<file path="config.mk">
export PLATFORM = sky130hd
export DESIGN_NAME = e203_soc_top
export DESIGN_NICKNAME = d
export VERILOG_FILES = /design/src/rtl/e203_soc_top.sv
export SDC_FILE = /design/constraint.sdc
export NUM_CORES = 1
export LEC_CHECK = 0
export ABC_AREA = 1
export BUFFER_PORTS_ARGS = -buffer_cell sky130_fd_sc_hd__buf_2
export CAP_MARGIN = 20
export CORE_UTILIZATION = 59
export DETAILED_ROUTE_END_ITERATION = 8
export HOLD_SLACK_MARGIN = 0.05
export PLACE_DENSITY = 0.85
export SLEW_MARGIN = 20
export SYNTH_ARGS = -nofsm -noshare
export SYNTH_HDL_FRONTEND = slang
export SYNTH_SLANG_ARGS = --single-unit
export TNS_END_PERCENT = 10
</file>
<file path="constraint.sdc">
create_clock -name hfextclk -period 10.8 [get_ports hfextclk]
set_input_delay 2.7 -clock hfextclk [delete_from_list [all_inputs] [get_ports hfextclk]]
set_output_delay 2.7 -clock hfextclk [all_outputs]
set_load 0.05 [all_outputs]
</file>
<file path="src/rtl/e203_soc_top.sv">
// e203_soc_top: SoC pad shell with a JTAG TAP (oversampled in hfextclk) driving GPIO boundary registers; IDCODE enabled by E203_SOC_JTAG_IDCODE_EN
module e203_soc_top #(
    parameter logic [31:0] IDCODE_VALUE = 32'h1E200A6D
) (
    input  logic        hfextclk,
    input  logic        io_pads_aon_erst_n_i_ival,
    input  logic        lfextclk,
    output logic        hfxoscen,
    output logic        lfxoscen,
    input  logic        io_pads_jtag_TCK_i_ival,
    input  logic        io_pads_jtag_TMS_i_ival,
    input  logic        io_pads_jtag_TDI_i_ival,
    output logic        io_pads_jtag_TDO_o_oval,
    output logic        io_pads_jtag_TDO_o_oe,
    input  logic [31:0] io_pads_gpioA_i_ival,
    output logic [31:0] io_pads_gpioA_o_oval,
    output logic [31:0] io_pads_gpioA_o_oe,
    input  logic [31:0] io_pads_gpioB_i_ival,
    output logic [31:0] io_pads_gpioB_o_oval,
    output logic [31:0] io_pads_gpioB_o_oe,
    output logic        io_pads_qspi0_sck_o_oval,
    output logic        io_pads_qspi0_cs_0_o_oval,
    input  logic        io_pads_qspi0_dq_0_i_ival,
    output logic        io_pads_qspi0_dq_0_o_oval,
    output logic        io_pads_qspi0_dq_0_o_oe,
    input  logic        io_pads_qspi0_dq_1_i_ival,
    output logic        io_pads_qspi0_dq_1_o_oval,
    output logic        io_pads_qspi0_dq_1_o_oe,
    input  logic        io_pads_qspi0_dq_2_i_ival,
    output logic        io_pads_qspi0_dq_2_o_oval,
    output logic        io_pads_qspi0_dq_2_o_oe,
    input  logic        io_pads_qspi0_dq_3_i_ival,
    output logic        io_pads_qspi0_dq_3_o_oval,
    output logic        io_pads_qspi0_dq_3_o_oe,
    input  logic        io_pads_aon_pmu_dwakeup_n_i_ival,
    output logic        io_pads_aon_pmu_vddpaden_o_oval,
    output logic        io_pads_aon_pmu_padrst_o_oval,
    input  logic        io_pads_bootrom_n_i_ival,
    input  logic        io_pads_dbgmode0_n_i_ival,
    input  logic        io_pads_dbgmode1_n_i_ival,
    input  logic        io_pads_dbgmode2_n_i_ival
);
    typedef enum logic [3:0] {
        TLR, RTI, SEL_DR, CAP_DR, SH_DR, EX1_DR, PA_DR, EX2_DR, UPD_DR,
        SEL_IR, CAP_IR, SH_IR, EX1_IR, PA_IR, EX2_IR, UPD_IR
    } tap_t;

`ifdef E203_SOC_JTAG_IDCODE_EN
    localparam logic [4:0] IR_RST = 5'h01;
`else
    localparam logic [4:0] IR_RST = 5'h1F;
`endif

    logic [1:0]  r_rst_sync;
    logic [4:0]  r_pad_cnt;
    logic [2:0]  r_tck_s;
    logic [1:0]  r_tms_s;
    logic [1:0]  r_tdi_s;
    tap_t        r_state;
    tap_t        w_nxt;
    logic [4:0]  r_ir;
    logic [4:0]  r_ir_sr;
    logic [63:0] r_dr;
    logic [63:0] r_gpio_oval;
    logic [63:0] r_gpio_oe;
    logic        r_tdo;
    logic        r_tdo_oe;
    logic        w_rst_n;
    logic        w_rise;
    logic        w_fall;
    logic        w_tms;
    logic        w_tdi;
    logic        w_is_id;
    logic        w_is_go;
    logic        w_is_gi;
    logic        w_is_ge;
    logic [63:0] w_cap;
    logic [63:0] w_dr_shift;
    logic        w_unused;

    assign w_rst_n = r_rst_sync[1];
    assign w_rise  = r_tck_s[1] & ~r_tck_s[2];
    assign w_fall  = ~r_tck_s[1] & r_tck_s[2];
    assign w_tms   = r_tms_s[1];
    assign w_tdi   = r_tdi_s[1];

`ifdef E203_SOC_JTAG_IDCODE_EN
    assign w_is_id = (r_ir == 5'h01);
`else
    assign w_is_id = 1'b0;
`endif
    assign w_is_go = (r_ir == 5'h10);
    assign w_is_gi = (r_ir == 5'h11);
    assign w_is_ge = (r_ir == 5'h12);

    assign w_cap = w_is_go ? r_gpio_oval :
                   w_is_gi ? {io_pads_gpioB_i_ival, io_pads_gpioA_i_ival} :
                   w_is_ge ? r_gpio_oe :
                   w_is_id ? {32'b0, IDCODE_VALUE} : 64'b0;

    assign w_dr_shift = (w_is_go | w_is_gi | w_is_ge) ? {w_tdi, r_dr[63:1]} :
                        w_is_id ? {32'b0, w_tdi, r_dr[31:1]} : {63'b0, w_tdi};

    assign hfxoscen = 1'b1;
    assign lfxoscen = 1'b1;
    assign io_pads_qspi0_sck_o_oval  = 1'b0;
    assign io_pads_qspi0_cs_0_o_oval = 1'b1;
    assign io_pads_qspi0_dq_0_o_oval = 1'b0;
    assign io_pads_qspi0_dq_0_o_oe   = 1'b0;
    assign io_pads_qspi0_dq_1_o_oval = 1'b0;
    assign io_pads_qspi0_dq_1_o_oe   = 1'b0;
    assign io_pads_qspi0_dq_2_o_oval = 1'b0;
    assign io_pads_qspi0_dq_2_o_oe   = 1'b0;
    assign io_pads_qspi0_dq_3_o_oval = 1'b0;
    assign io_pads_qspi0_dq_3_o_oe   = 1'b0;
    assign io_pads_aon_pmu_vddpaden_o_oval = w_rst_n;
    assign io_pads_aon_pmu_padrst_o_oval   = ~r_pad_cnt[4];
    assign io_pads_jtag_TDO_o_oval = r_tdo;
    assign io_pads_jtag_TDO_o_oe   = r_tdo_oe;
    assign io_pads_gpioA_o_oval = r_gpio_oval[31:0];
    assign io_pads_gpioB_o_oval = r_gpio_oval[63:32];
    assign io_pads_gpioA_o_oe   = r_gpio_oe[31:0];
    assign io_pads_gpioB_o_oe   = r_gpio_oe[63:32];

    assign w_unused = &{1'b0, lfextclk, io_pads_aon_pmu_dwakeup_n_i_ival, io_pads_bootrom_n_i_ival,
                        io_pads_dbgmode0_n_i_ival, io_pads_dbgmode1_n_i_ival, io_pads_dbgmode2_n_i_ival,
                        io_pads_qspi0_dq_0_i_ival, io_pads_qspi0_dq_1_i_ival,
                        io_pads_qspi0_dq_2_i_ival, io_pads_qspi0_dq_3_i_ival};

    // Reset synchronizer: assert immediately with the pin, release after two clocks
    always_ff @(posedge hfextclk or negedge io_pads_aon_erst_n_i_ival) begin
        if (!io_pads_aon_erst_n_i_ival) r_rst_sync <= 2'b00;
        else r_rst_sync <= {r_rst_sync[0], 1'b1};
    end

    // Pad reset stays high for 16 clocks after internal reset release
    always_ff @(posedge hfextclk or negedge w_rst_n) begin
        if (!w_rst_n) r_pad_cnt <= 5'd0;
        else if (!r_pad_cnt[4]) r_pad_cnt <= r_pad_cnt + 5'd1;
    end

    // JTAG pin synchronizers; third TCK flop feeds the edge detector
    always_ff @(posedge hfextclk or negedge w_rst_n) begin
        if (!w_rst_n) begin
            r_tck_s <= 3'b000;
            r_tms_s <= 2'b00;
            r_tdi_s <= 2'b00;
        end else begin
            r_tck_s <= {r_tck_s[1:0], io_pads_jtag_TCK_i_ival};
            r_tms_s <= {r_tms_s[0], io_pads_jtag_TMS_i_ival};
            r_tdi_s <= {r_tdi_s[0], io_pads_jtag_TDI_i_ival};
        end
    end

    // TAP state register
    always_ff @(posedge hfextclk or negedge w_rst_n) begin
        if (!w_rst_n) r_state <= TLR;
        else r_state <= w_nxt;
    end

    // TAP next state, advancing only on a TCK rise
    always_comb begin
        w_nxt = r_state;
        if (w_rise) begin
            case (r_state)
                TLR:     w_nxt = w_tms ? TLR    : RTI;
                RTI:     w_nxt = w_tms ? SEL_DR : RTI;
                SEL_DR:  w_nxt = w_tms ? SEL_IR : CAP_DR;
                CAP_DR:  w_nxt = w_tms ? EX1_DR : SH_DR;
                SH_DR:   w_nxt = w_tms ? EX1_DR : SH_DR;
                EX1_DR:  w_nxt = w_tms ? UPD_DR : PA_DR;
                PA_DR:   w_nxt = w_tms ? EX2_DR : PA_DR;
                EX2_DR:  w_nxt = w_tms ? UPD_DR : SH_DR;
                UPD_DR:  w_nxt = w_tms ? SEL_DR : RTI;
                SEL_IR:  w_nxt = w_tms ? TLR    : CAP_IR;
                CAP_IR:  w_nxt = w_tms ? EX1_IR : SH_IR;
                SH_IR:   w_nxt = w_tms ? EX1_IR : SH_IR;
                EX1_IR:  w_nxt = w_tms ? UPD_IR : PA_IR;
                PA_IR:   w_nxt = w_tms ? EX2_IR : PA_IR;
                EX2_IR:  w_nxt = w_tms ? UPD_IR : SH_IR;
                UPD_IR:  w_nxt = w_tms ? SEL_DR : RTI;
                default: w_nxt = TLR;
            endcase
        end
    end

    // Instruction register and its shift stage
    always_ff @(posedge hfextclk or negedge w_rst_n) begin
        if (!w_rst_n) begin
            r_ir    <= IR_RST;
            r_ir_sr <= 5'b0;
        end else if (w_rise) begin
            if (w_nxt == TLR) r_ir <= IR_RST;
            else if (r_state == UPD_IR) r_ir <= r_ir_sr;
            if (r_state == CAP_IR) r_ir_sr <= 5'b00001;
            else if (r_state == SH_IR) r_ir_sr <= {w_tdi, r_ir_sr[4:1]};
        end
    end

    // Shared data-register shift stage, length chosen by the current instruction
    always_ff @(posedge hfextclk or negedge w_rst_n) begin
        if (!w_rst_n) r_dr <= 64'b0;
        else if (w_rise && r_state == CAP_DR) r_dr <= w_cap;
        else if (w_rise && r_state == SH_DR) r_dr <= w_dr_shift;
    end

    // GPIO output and enable registers, written only from Update-DR
    always_ff @(posedge hfextclk or negedge w_rst_n) begin
        if (!w_rst_n) begin
            r_gpio_oval <= 64'b0;
            r_gpio_oe   <= 64'b0;
        end else if (w_rise && r_state == UPD_DR) begin
            if (w_is_go) r_gpio_oval <= r_dr;
            if (w_is_ge) r_gpio_oe <= r_dr;
        end
    end

    // TDO launches on the TCK fall, driven only while shifting
    always_ff @(posedge hfextclk or negedge w_rst_n) begin
        if (!w_rst_n) begin
            r_tdo    <= 1'b0;
            r_tdo_oe <= 1'b0;
        end else if (w_fall) begin
            r_tdo    <= (r_state == SH_IR) ? r_ir_sr[0] : r_dr[0];
            r_tdo_oe <= (r_state == SH_IR) || (r_state == SH_DR);
        end
    end
endmodule

</file>
==> impl_metrics.tcl <==
set metrics [dict create \
    outcome "complete, no violations" \
    fin_skew_ns 0.0103 \
    fmax_ghz 0.219 \
    r2r-start "r_tck_s[1]" \
    drtPass1Iterations 5 \
    p_leak_uw 0.00597 \
    ys_seq_area_share_pct 53.6 \
    grt_pass1_wl_um 43200 \
    cts_buffer_depth 3 \
    dp_hpwl_um 15600 \
    ys_ff_latch 222 \
    period_share_pct 42.2 \
    synth_cell_types 31 \
    num_vias 9346 \
    avgSynthCellArea_um2 7.94 \
    syn2layout_area_growth_pct 17.9 \
    grt_max_degree 164 \
    worstSetupPathType "reg -> out" \
    ios 223 \
    tns_ns 0 \
    cts_buffers 24 \
    cp-end-kind "output port" \
    reg2regPathDepth 8 \
    insertion_delay_ns 0.51 \
    ant_nets 0 \
    htreeDepth 1 \
    die_h_um 135 \
    drive_gt1_share_pct 19.1 \
    start_kind "register" \
    totalWireLength_um 26100 \
    drt-met1-wl_um 11200 \
    hold_end "r_tdi_s[1]" \
    slew_headroom_pct 38.4 \
    min_path_cells 0 \
    r2r-end "r_gpio_oe[50]" \
    synthCells 1307 \
    yosysWarnings 0 \
    ir_drop_v 0.000196 \
    met3_wirelength_um 1880 \
    post_cts_resize_count 0 \
    crit_path_max_fanout 59 \
    grt_use_total_pct 29.5 \
    synth_area_um2 10400 \
    setup_viol 0 \
    root_buffer "clkbuf_16" \
    fin_hold_ws_ns 0.345 \
    cts_tree "yes" \
    slowest_stage "dfrtp_4" \
    dr.max_layer_used "met4" \
    grt.overflow.total 0 \
    drv_slew 0 \
    rsz0062_at_grt "no" \
    hold_class "reg -> reg" \
    hold_viol 0 \
    reg2reg_slack_ns 7.64 \
    core_area_um2 17200 \
    cts_hold_buf 0 \
    worstMarginPinSlew_ns 0.924 \
    nNetsFinal 1538 \
    antenna_found_initial 0 \
    cap_violations 0 \
    hold_start "r_tdi_s[0]" \
    cp_data_required_time_ns 8.10 \
    wl_per_cell_um 15.4 \
    p_per_area_nw_per_um2 275 \
    wl_met2_um 12400 \
    worst_path_largest_cell_delay_ns 0.93 \
    antennaDiodeCount 0 \
    clock-sinks 222 \
    crit_family "flip-flops" \
    drc 0 \
    clkTransAtPathRegs_ns 0.06 \
    start_util_pct 60.2 \
    vias_per_cell 5.50 \
    routabilityCongestion 0.864 \
    rows 48 \
    io_buffers 200 \
    cts_post_setup_buffers_inserted 0 \
    die_x_um 135 \
    worstPathArrival_ns 1.86 \
    period_minus_slack_ns 4.56 \
    path_depth 1 \
    path_cells "buf_2" \
    drt_iter0_markers 716 \
    dieArea_um2 18100 \
    path_buf_inv 1 \
    first_global_vias 8824 \
]
metal layers:
metal	global-route usage, %	up-vias
li1	-	4529
met1	41.5	4411
met2	47.4	358
met3	4.92	48
met4	8.99	0
met5	0	-
final cells by class:
class	count	area (um2)
inverters	90	338
flip-flops and latches	222	5570
clock buffers	38	774
well taps	225	282
repair buffers	211	1110
clock inverters	5	75.1
multi-input cells	909	4090
fillers	1378	5000
worst register-to-register path, delay by kind of cell, from the launching register on:
kind	cells	cell delay, ns
AND/OR/NAND/NOR	4	1.70
flip-flops	1	0.38
AO/OA/AOI/OAI	1	0.08
buffers and inverters	3	0.85
kinds of logic after synthesis:
group           Yosys count  share of synthesized area, %
other cells               2                        0.0724
xor+xnor                  3                         0.253
fa+ha+maj                 1                         0.121
buf+inv                 187                          7.75
flops                   222                          53.6
compound gates          239                          12.3
simple gates            653                          25.9
synth_stat cells:
cell type | number | area, um2
nand2_1 | 437 | 1640
dfrtp_1 | 217 | 5430
o21ai_1 | 146 | 731
nand3_1 | 125 | 626
inv_1 | 84 | 315
nor2_1 | 73 | 274
a31oi_1 | 55 | 344
buf_2 | 40 | 200
clkbuf_1 | 34 | 128
a21oi_1 | 18 | 90.1
buf_4 | 14 | 105
o21ai_0 | 13 | 65.1
buf_1 | 9 | 33.8
dfstp_2 | 5 | 131
inv_2 | 5 | 18.8
nand2_2 | 5 | 31.3
nand4_1 | 3 | 18.8
nor2_2 | 3 | 18.8
nor2_4 | 3 | 33.8
o22ai_1 | 3 | 18.8
conb_1 | 2 | 7.51
nand2_4 | 2 | 22.5
o211ai_1 | 2 | 15.0
xnor2_1 | 2 | 17.5
a211oi_1 | 1 | 7.51
and3_1 | 1 | 6.26
clkinv_1 | 1 | 3.75
ha_1 | 1 | 12.5
nor3_4 | 1 | 16.3
o21ai_2 | 1 | 8.76
xor2_1 | 1 | 8.76
state kept, by name (all words and copies together), names as in the netlist, 3 cells and up:
| register | cells |
|---|---|
| r_state | 4 |
| r_dr | 64 |
| r_pad_cnt | 5 |
| r_ir_sr | 5 |
| r_tck_s | 3 |
| r_gpio_oe | 64 |
| r_ir | 5 |
| r_gpio_oval | 64 |
how the worst max path moves through the flow:
stage,start,to,slack (ns)
floorplan,r_rst_sync[1],io_pads_aon_pmu_vddpaden_o_oval,2.76
global placement,r_rst_sync[1],io_pads_aon_pmu_vddpaden_o_oval,6.73
detailed placement,r_rst_sync[1],io_pads_aon_pmu_vddpaden_o_oval,6.72
CTS,r_rst_sync[1],io_pads_aon_pmu_vddpaden_o_oval,6.18
global route,r_rst_sync[1],io_pads_aon_pmu_vddpaden_o_oval,6.08
finish,r_rst_sync[1],io_pads_aon_pmu_vddpaden_o_oval,6.24
cell usage in the layout (no fill, tap or decap), types with 2 or more instances in the layout:
cell | Yosys | routed
nor2_1 | 73 | 73
a31oi_1 | 55 | 55
inv_2 | 5 | 6
nor2_4 | 3 | 3
o211ai_1 | 2 | 2
a21oi_1 | 18 | 17
dfstp_2 | 5 | 5
buf_2 | 40 | 200
nand2_2 | 5 | 5
buf_4 | 14 | 8
o21ai_1 | 146 | 145
clkbuf_1 | 34 | 3
clkbuf_8 | 0 | 10
nand3_1 | 125 | 125
conb_1 | 2 | 13
o21ai_0 | 13 | 13
dfrtp_1 | 217 | 216
xnor2_1 | 2 | 2
nor2_2 | 3 | 3
nand2_1 | 437 | 435
inv_1 | 84 | 83
clkinv_2 | 0 | 3
clkbuf_16 | 0 | 25
nand2_4 | 2 | 4
nand4_1 | 3 | 3
o22ai_1 | 3 | 3
bufinv_16 | 0 | 2
metrics by stage:
stage / worst slack (ns) / cells / util, % / total power [uW] / cell area [um2]
after floorplan: 2.76 / 1318 / - / 2200 / 10400
after global placement: 6.73 / 1656 / 65.9 / 2460 / 11400
after detailed placement: 6.72 / 1656 / 65.9 / 2500 / 11400
after CTS: 6.18 / 1699 / 70.9 / 3370 / 12200
after global routing: 6.08 / 1700 / 71.0 / 3570 / 12200
final: 6.24 / 1700 / 71.0 / 3370 / 12200
where the power goes:
part | internal [uW] | switching, uW
clock network | 536 | 325
logic | 336 | 895
registers | 1070 | 201
Power figures use the tool's default switching activity.
